==> config.mk <==
export PLATFORM = sky130hd
export DESIGN_NAME = imm_field_stage
export DESIGN_NICKNAME = d
export VERILOG_FILES = /design/src/rtl/imm_field_stage.sv
export SDC_FILE = /design/constraint.sdc
export NUM_CORES = 1
export LEC_CHECK = 0
export BUFFER_PORTS_ARGS = -buffer_cell sky130_fd_sc_hd__buf_4
export CAP_MARGIN = 10
export CORE_MARGIN = 2
export CORE_UTILIZATION = 40
export DETAILED_ROUTE_END_ITERATION = 7
export PLACE_DENSITY = 0.6
export SYNTH_ARGS = -nofsm -noshare
export SYNTH_HDL_FRONTEND = slang
export SYNTH_SLANG_ARGS = --single-unit
==> constraint.sdc <==
create_clock -name clk -period 1.5 [get_ports clk]
set_input_delay 0.225 -clock clk [delete_from_list [all_inputs] [get_ports clk]]
set_output_delay 0.225 -clock clk [all_outputs]
set_load 0.01 [all_outputs]
==> src/rtl/imm_field_stage.sv <==
// imm_field_stage: decode-path stage that pulls the scattered RV32I
// immediate into a right-aligned 21-bit field behind a 2-entry skid buffer.
//
// Ports:
//   clk, rst_n       clock, async active-low reset
//   flush            synchronous discard of all held entries
//   in_valid/ready   upstream handshake, in_instr/in_pc payload
//   out_valid/ready  downstream handshake
//   out_instr/pc     head instruction and PC
//   out_imm21        immediate field, bit 20 is the sign
//   out_fmt          0 R, 1 I, 2 S, 3 B, 4 J, 5 U, 7 unknown
//   out_illegal      unknown-opcode flag
//
// Build option: define IMM_ILLEGAL_DETECT_EN to flag unknown opcodes
// (fmt 7, illegal 1, imm 0). Otherwise they decode as I-format.

module imm_field_stage (
   input  logic        clk,
   input  logic        rst_n,
   input  logic        flush,
   input  logic        in_valid,
   output logic        in_ready,
   input  logic [31:0] in_instr,
   input  logic [31:0] in_pc,
   output logic        out_valid,
   input  logic        out_ready,
   output logic [31:0] out_instr,
   output logic [31:0] out_pc,
   output logic [20:0] out_imm21,
   output logic [2:0]  out_fmt,
   output logic        out_illegal
);

   localparam logic [2:0] FMT_R = 3'd0;
   localparam logic [2:0] FMT_I = 3'd1;
   localparam logic [2:0] FMT_S = 3'd2;
   localparam logic [2:0] FMT_B = 3'd3;
   localparam logic [2:0] FMT_J = 3'd4;
   localparam logic [2:0] FMT_U = 3'd5;
   localparam logic [2:0] FMT_X = 3'd7;

   localparam logic [6:0] OP_OP     = 7'b0110011;
   localparam logic [6:0] OP_IMM    = 7'b0010011;
   localparam logic [6:0] OP_LOAD   = 7'b0000011;
   localparam logic [6:0] OP_JALR   = 7'b1100111;
   localparam logic [6:0] OP_STORE  = 7'b0100011;
   localparam logic [6:0] OP_BRANCH = 7'b1100011;
   localparam logic [6:0] OP_JAL    = 7'b1101111;
   localparam logic [6:0] OP_LUI    = 7'b0110111;
   localparam logic [6:0] OP_AUIPC  = 7'b0010111;

   typedef struct packed {
      logic [31:0] instr;
      logic [31:0] pc;
      logic [20:0] imm;
      logic [2:0]  fmt;
`ifdef IMM_ILLEGAL_DETECT_EN
      logic        ill;
`endif
   } ent_t;

   typedef enum logic [1:0] {
      EMPTY = 2'd0,
      ONE   = 2'd1,
      TWO   = 2'd2
   } state_t;

   state_t state;
   ent_t   head;
   ent_t   skid;
   ent_t   dec;

   logic [6:0]  op;
   logic [20:0] imm_i;
   logic [20:0] imm_s;
   logic [20:0] imm_b;
   logic [20:0] imm_j;
   logic        accept;
   logic        pop;

   assign op = in_instr[6:0];

   assign imm_i = {{9{in_instr[31]}}, in_instr[31:20]};
   assign imm_s = {{9{in_instr[31]}}, in_instr[31:25],
                   in_instr[11:7]};
   assign imm_b = {{8{in_instr[31]}}, in_instr[31], in_instr[7],
                   in_instr[30:25], in_instr[11:8], 1'b0};
   assign imm_j = {in_instr[31], in_instr[19:12], in_instr[20],
                   in_instr[30:21], 1'b0};

   always_comb begin
      dec       = '0;
      dec.instr = in_instr;
      dec.pc    = in_pc;
      unique case (1'b1)
         (op == OP_OP): begin
            dec.fmt = FMT_R;
         end
         (op == OP_IMM),
         (op == OP_LOAD),
         (op == OP_JALR): begin
            dec.fmt = FMT_I;
            dec.imm = imm_i;
         end
         (op == OP_STORE): begin
            dec.fmt = FMT_S;
            dec.imm = imm_s;
         end
         (op == OP_BRANCH): begin
            dec.fmt = FMT_B;
            dec.imm = imm_b;
         end
         (op == OP_JAL): begin
            dec.fmt = FMT_J;
            dec.imm = imm_j;
         end
         (op == OP_LUI),
         (op == OP_AUIPC): begin
            // consumer reads instr[31:12] itself
            dec.fmt = FMT_U;
         end
         default: begin
`ifdef IMM_ILLEGAL_DETECT_EN
            dec.fmt = FMT_X;
            dec.ill = 1'b1;
`else
            dec.fmt = FMT_I;
            dec.imm = imm_i;
`endif
         end
      endcase
   end

   // in_ready comes from registered state only
   assign in_ready  = (state != TWO);
   assign out_valid = (state != EMPTY);
   assign accept    = in_valid & in_ready;
   assign pop       = out_valid & out_ready;

   always_ff @(posedge clk or negedge rst_n) begin
      if (!rst_n) begin
         state <= EMPTY;
         head  <= '0;
         skid  <= '0;
      end else if (flush) begin
         // data regs keep last values; only state is cleared
         state <= EMPTY;
      end else begin
         unique case (state)
            EMPTY: begin
               if (accept) begin
                  head  <= dec;
                  state <= ONE;
               end
            end
            ONE: begin
               if (accept && pop) begin
                  head  <= dec;
               end else if (accept) begin
                  skid  <= dec;
                  state <= TWO;
               end else if (pop) begin
                  state <= EMPTY;
               end
            end
            TWO: begin
               if (pop) begin
                  head  <= skid;
                  state <= ONE;
               end
            end
            default: begin
               state <= EMPTY;
            end
         endcase
      end
   end

   assign out_instr = head.instr;
   assign out_pc    = head.pc;
   assign out_imm21 = head.imm;
   assign out_fmt   = head.fmt;

`ifdef IMM_ILLEGAL_DETECT_EN
   assign out_illegal = head.ill;
`else
   assign out_illegal = 1'b0;
`endif

endmodule

==> metrics.md <==
| Metric | Value |
|---|---|
| Run status | finished with violations |
| Failing checks | negative setup slack |
| Max-cap viol count | 0 |
| Mapped Area | 7702 µm² |
| Die W | 142.8 µm |
| Overall power | 14.82 mW |
| Post-DP Area | 9692 µm² |
| RSZ-0062 raised after global routing | true |
| Cells on worst reg2reg path | 8 |
| Post-layout min period | 1736 ps |
| Sink Count | 178 |
| Max Fclk | 576.2 MHz |
| Post-DR wirelength/cell | 17.97 µm |
| Max Fanout on Critical Path | 6 |
| Worst slew pin tran | 506.6 ps |
| Internal power | 10.53 mW |
| Die ar. | 20380 µm² |
| Critical Path RT | 1830 ps |
| Critical path data arrival time | 2060 ps |
| Routability congestion estimate | 0.8224 |
| Root Buffer | clkbuf_16 |
| First-pass GRT wire length | 37.23 mm |
| P&R area growth vs syn | 59.10% |
| PortBufs | 158 |
| Hold EP | skid[25] |
| Cell area after layout | 12250 µm² |
| Hold_sp | in_pc[1] |
| Site Rows | 50 |
| Vias per cell | 5.129 |
| LEAKAGE | 5.699 nW |
| Layout cells sized above 1 | 0.4289 |
| Critical Path Sink Type | register |
| Crit Path Class | register to register |
| DRT antenna net count | 0 |
| Worst hold-check path type | input port to register |
| Largest net degree at the start of global routing | 41 |
| Starting Density | 0.4090 |
| GRT Residual Overflow | 0 |
| Clock-pin slew on the worst setup and hold paths | 60 ps |
| Power Dens Cells | 1210 nW/µm² |
| Mean Syn Cell Area | 8.625 µm² |
| Number of detailed-route iterations in the first pass | 5 |
| Placed insts | 1321 |
| Final #Nets | 1211 |
| Final hold vios | 0 |
| Worst hold path cell count | 3 |
| Seq pwr share | 0.447 |
| CTS Buf Count | 17 |
| R2r setup slk | -240 ps |
| Final hold slack | 11.92 ps |
| Vias in the first global route | 6881 |
| Final Skew | 7.088 ps |
| Combinational Power Share | 0.230 |
| #FFs+latches synth | 178 |
| Ant. Diodes | 0 |
| Max_slew headroom | 0.6592 |
| CTS Buffer Depth | 2 |
| FF-to-FF End | out_imm21[2] |
| Finished Layout Cells | 1414 |
| Initial antenna violation count | 0 |
| Peak VDD IR | 0.0007532 V |
| DR iter-0 viols | 531 |
| Setup slack after layout | -235.6 ps |
| Ys Warns | 0 |
| Yosys cell types | 43 |
| Cell count after synthesis | 893 |
| Util after Layout | 0.6508 |
| Final setup violation count | 178 |
| Number of I/O pins | 160 |
| Clock Power Share | 0.324 |
| Gr usage total | 0.2356 |
| DR DRC count | 0 |
| DP HPWL | 14.63 mm |
| Nature of the critical path startpoint | register |
| Sequential fraction of the synthesis area | 0.5783 |
| Fin crit share | 1.157 |
| DR vias | 7252 |
| Total negative slack | -25860 ps |
| Clk_lat worst skew | 420 ps |
| Synthesized Nets | 962 |
| CTS H-tree lvls | 4 |
| Setup WS pre-CTS | -235.2 ps |
| Drt total wl | 25.41 mm |
| Reg2reg start | state[0] |
| Die Y | 142.8 µm |
| Fill cells | 1507 |
| TritonCTS clock tree | yes |
| Psw | 4.296 mW |
| CORE AREA | 18830 µm² |
| Slew Limit Fails | 0 |
| Switching share of power | 0.2898 |
==> cells in the mapped netlist, drive strengths merged <==
library cell	instances	area, µm²
nor2b	1	8.760
o311a	1	11.26
or4	2	18.77
a22oi	4	30.03
nand2b	1	6.260
nand2	378	1419
a21o	2	15.01
nor3b	3	22.52
and2b	2	17.52
inv	2	7.500
nand3	15	75.07
a21oi	8	43.79
o21ai	18	93.84
buf	40	205.2
clkbuf	25	95.09
o22a	1	8.760
mux2i	1	10.01
or2	1	6.260
o22ai	1	6.260
a31oi	75	469.2
o211ai	14	105.1
nor4	2	12.51
mux2	1	11.26
nand3b	2	27.53
xor2	1	8.760
nor2	89	334.1
or3b	1	8.760
a211oi	10	87.58
dfrtp	178	4454
conb	1	3.750
nor3	12	71.32
o31ai	1	7.510
==> power by group through the flow <==
stage / logic (mW) / clock network [mW] / registers [mW]
detailed placement: 2.74 / 0 / 6.49
finish: 3.40 / 4.80 / 6.62
CTS: 3.08 / 4.84 / 6.46
floorplan: 1.16 / 0 / 6.56
global placement: 2.68 / 0 / 6.48
global route: 3.72 / 5.05 / 6.72
==> worst max-delay path: stages (launching register included) <==
cell	delay, ps
dfrtp_1	410
buf_6	130
nand3b_1	230
a21oi_4	210
buf_12	170
clkbuf_16	170
buf_6	120
nand3_1	80
o211ai_1	120
==> kinds of logic (layout without fill, tap and decap cells) <==
group                     Yosys count  after routing  synth area share
and+or+nand+nor                   509            510            0.2633
xor gates and xnor gates            1              1          0.001137
buffers and inverters              67            327           0.03996
DFF                               178            178            0.5783
muxes                               2              2          0.002761
other                               1              1         0.0004869
AOI/OAI and AO/OA                 135            135            0.1140
==> registers in the layout (all words and copies together), names as in the netlist <==
register / cells
out_fmt: 3
skid: 88
out_instr: 32
state: 2
out_pc: 32
out_imm21: 21
==> timing repair <==
| item | CTS | global route |
|---|---|---|
| pin swaps | 26 | 48 |
| endpoints found under the hold margin | 41 | 0 |
| setup endpoints to repair | 166 | 179 |
| hold buffers | 12 | 0 |
| resized for setup | 129 | 156 |
| buffers inserted | 19 | 7 |
| gates cloned | 16 | 15 |
==> metal layers <==
layer / global-route usage / vias up / routed length (µm)
met1: 0.3395 / 3528 / 11640
met5: 0 / - / 0
met3: 0.04024 / 30 / 1374
met2: 0.3682 / 235 / 11900
li1: - / 3459 / -
met4: 0.06722 / 0 / 497
==> cell type report <==
class,count,area [µm²],area share
Tap cell,260,325.3,0.02655
Timing Repair inverter,1,11.26,0.0009189
Clock inverter,12,181.4,0.01480
Clock buffer,19,452.9,0.03696
Timing Repair Buffer,293,3163,0.2581
Sequential cell,178,4454,0.3635
Inverter,2,22.52,0.001838
Multi-Input combinational cell,649,3643,0.2973
==> how the worst max path moves through the flow <==
| stage | from | to | cells past startpoint |
|---|---|---|---|
| 2_1_floorplan | state[1] | skid[2] | 7 |
| 3_3_place_gp | in_instr[4] | out_imm21[19] | 8 |
| 3_5_place_dp | in_instr[4] | out_imm21[18] | 8 |
| 4_1_cts | state[0] | out_valid | 4 |
| 5_1_grt | state[0] | out_imm21[2] | 8 |
| 6_report | state[0] | out_imm21[2] | 8 |
==> cell usage in the layout (no fill, tap or decap), types with 8 or more instances in the layout <==
| master | count |
|---|---|
| clkbuf_16 | 30 |
| buf_4 | 196 |
| dlygate4sd3_1 | 12 |
| o21ai_2 | 8 |
| nand2_4 | 19 |
| buf_16 | 8 |
| nand2_1 | 294 |
| nor2_1 | 41 |
| buf_6 | 22 |
| nand3_1 | 13 |
| nor2_2 | 37 |
| o21ai_1 | 8 |
| a211oi_2 | 9 |
| buf_8 | 9 |
| nand2_2 | 64 |
| nor3_2 | 8 |
| o211ai_1 | 14 |
| buf_12 | 30 |
| nor2_4 | 11 |
| a31oi_1 | 71 |
| dfrtp_1 | 178 |
(Power assumes the default switching activity.)
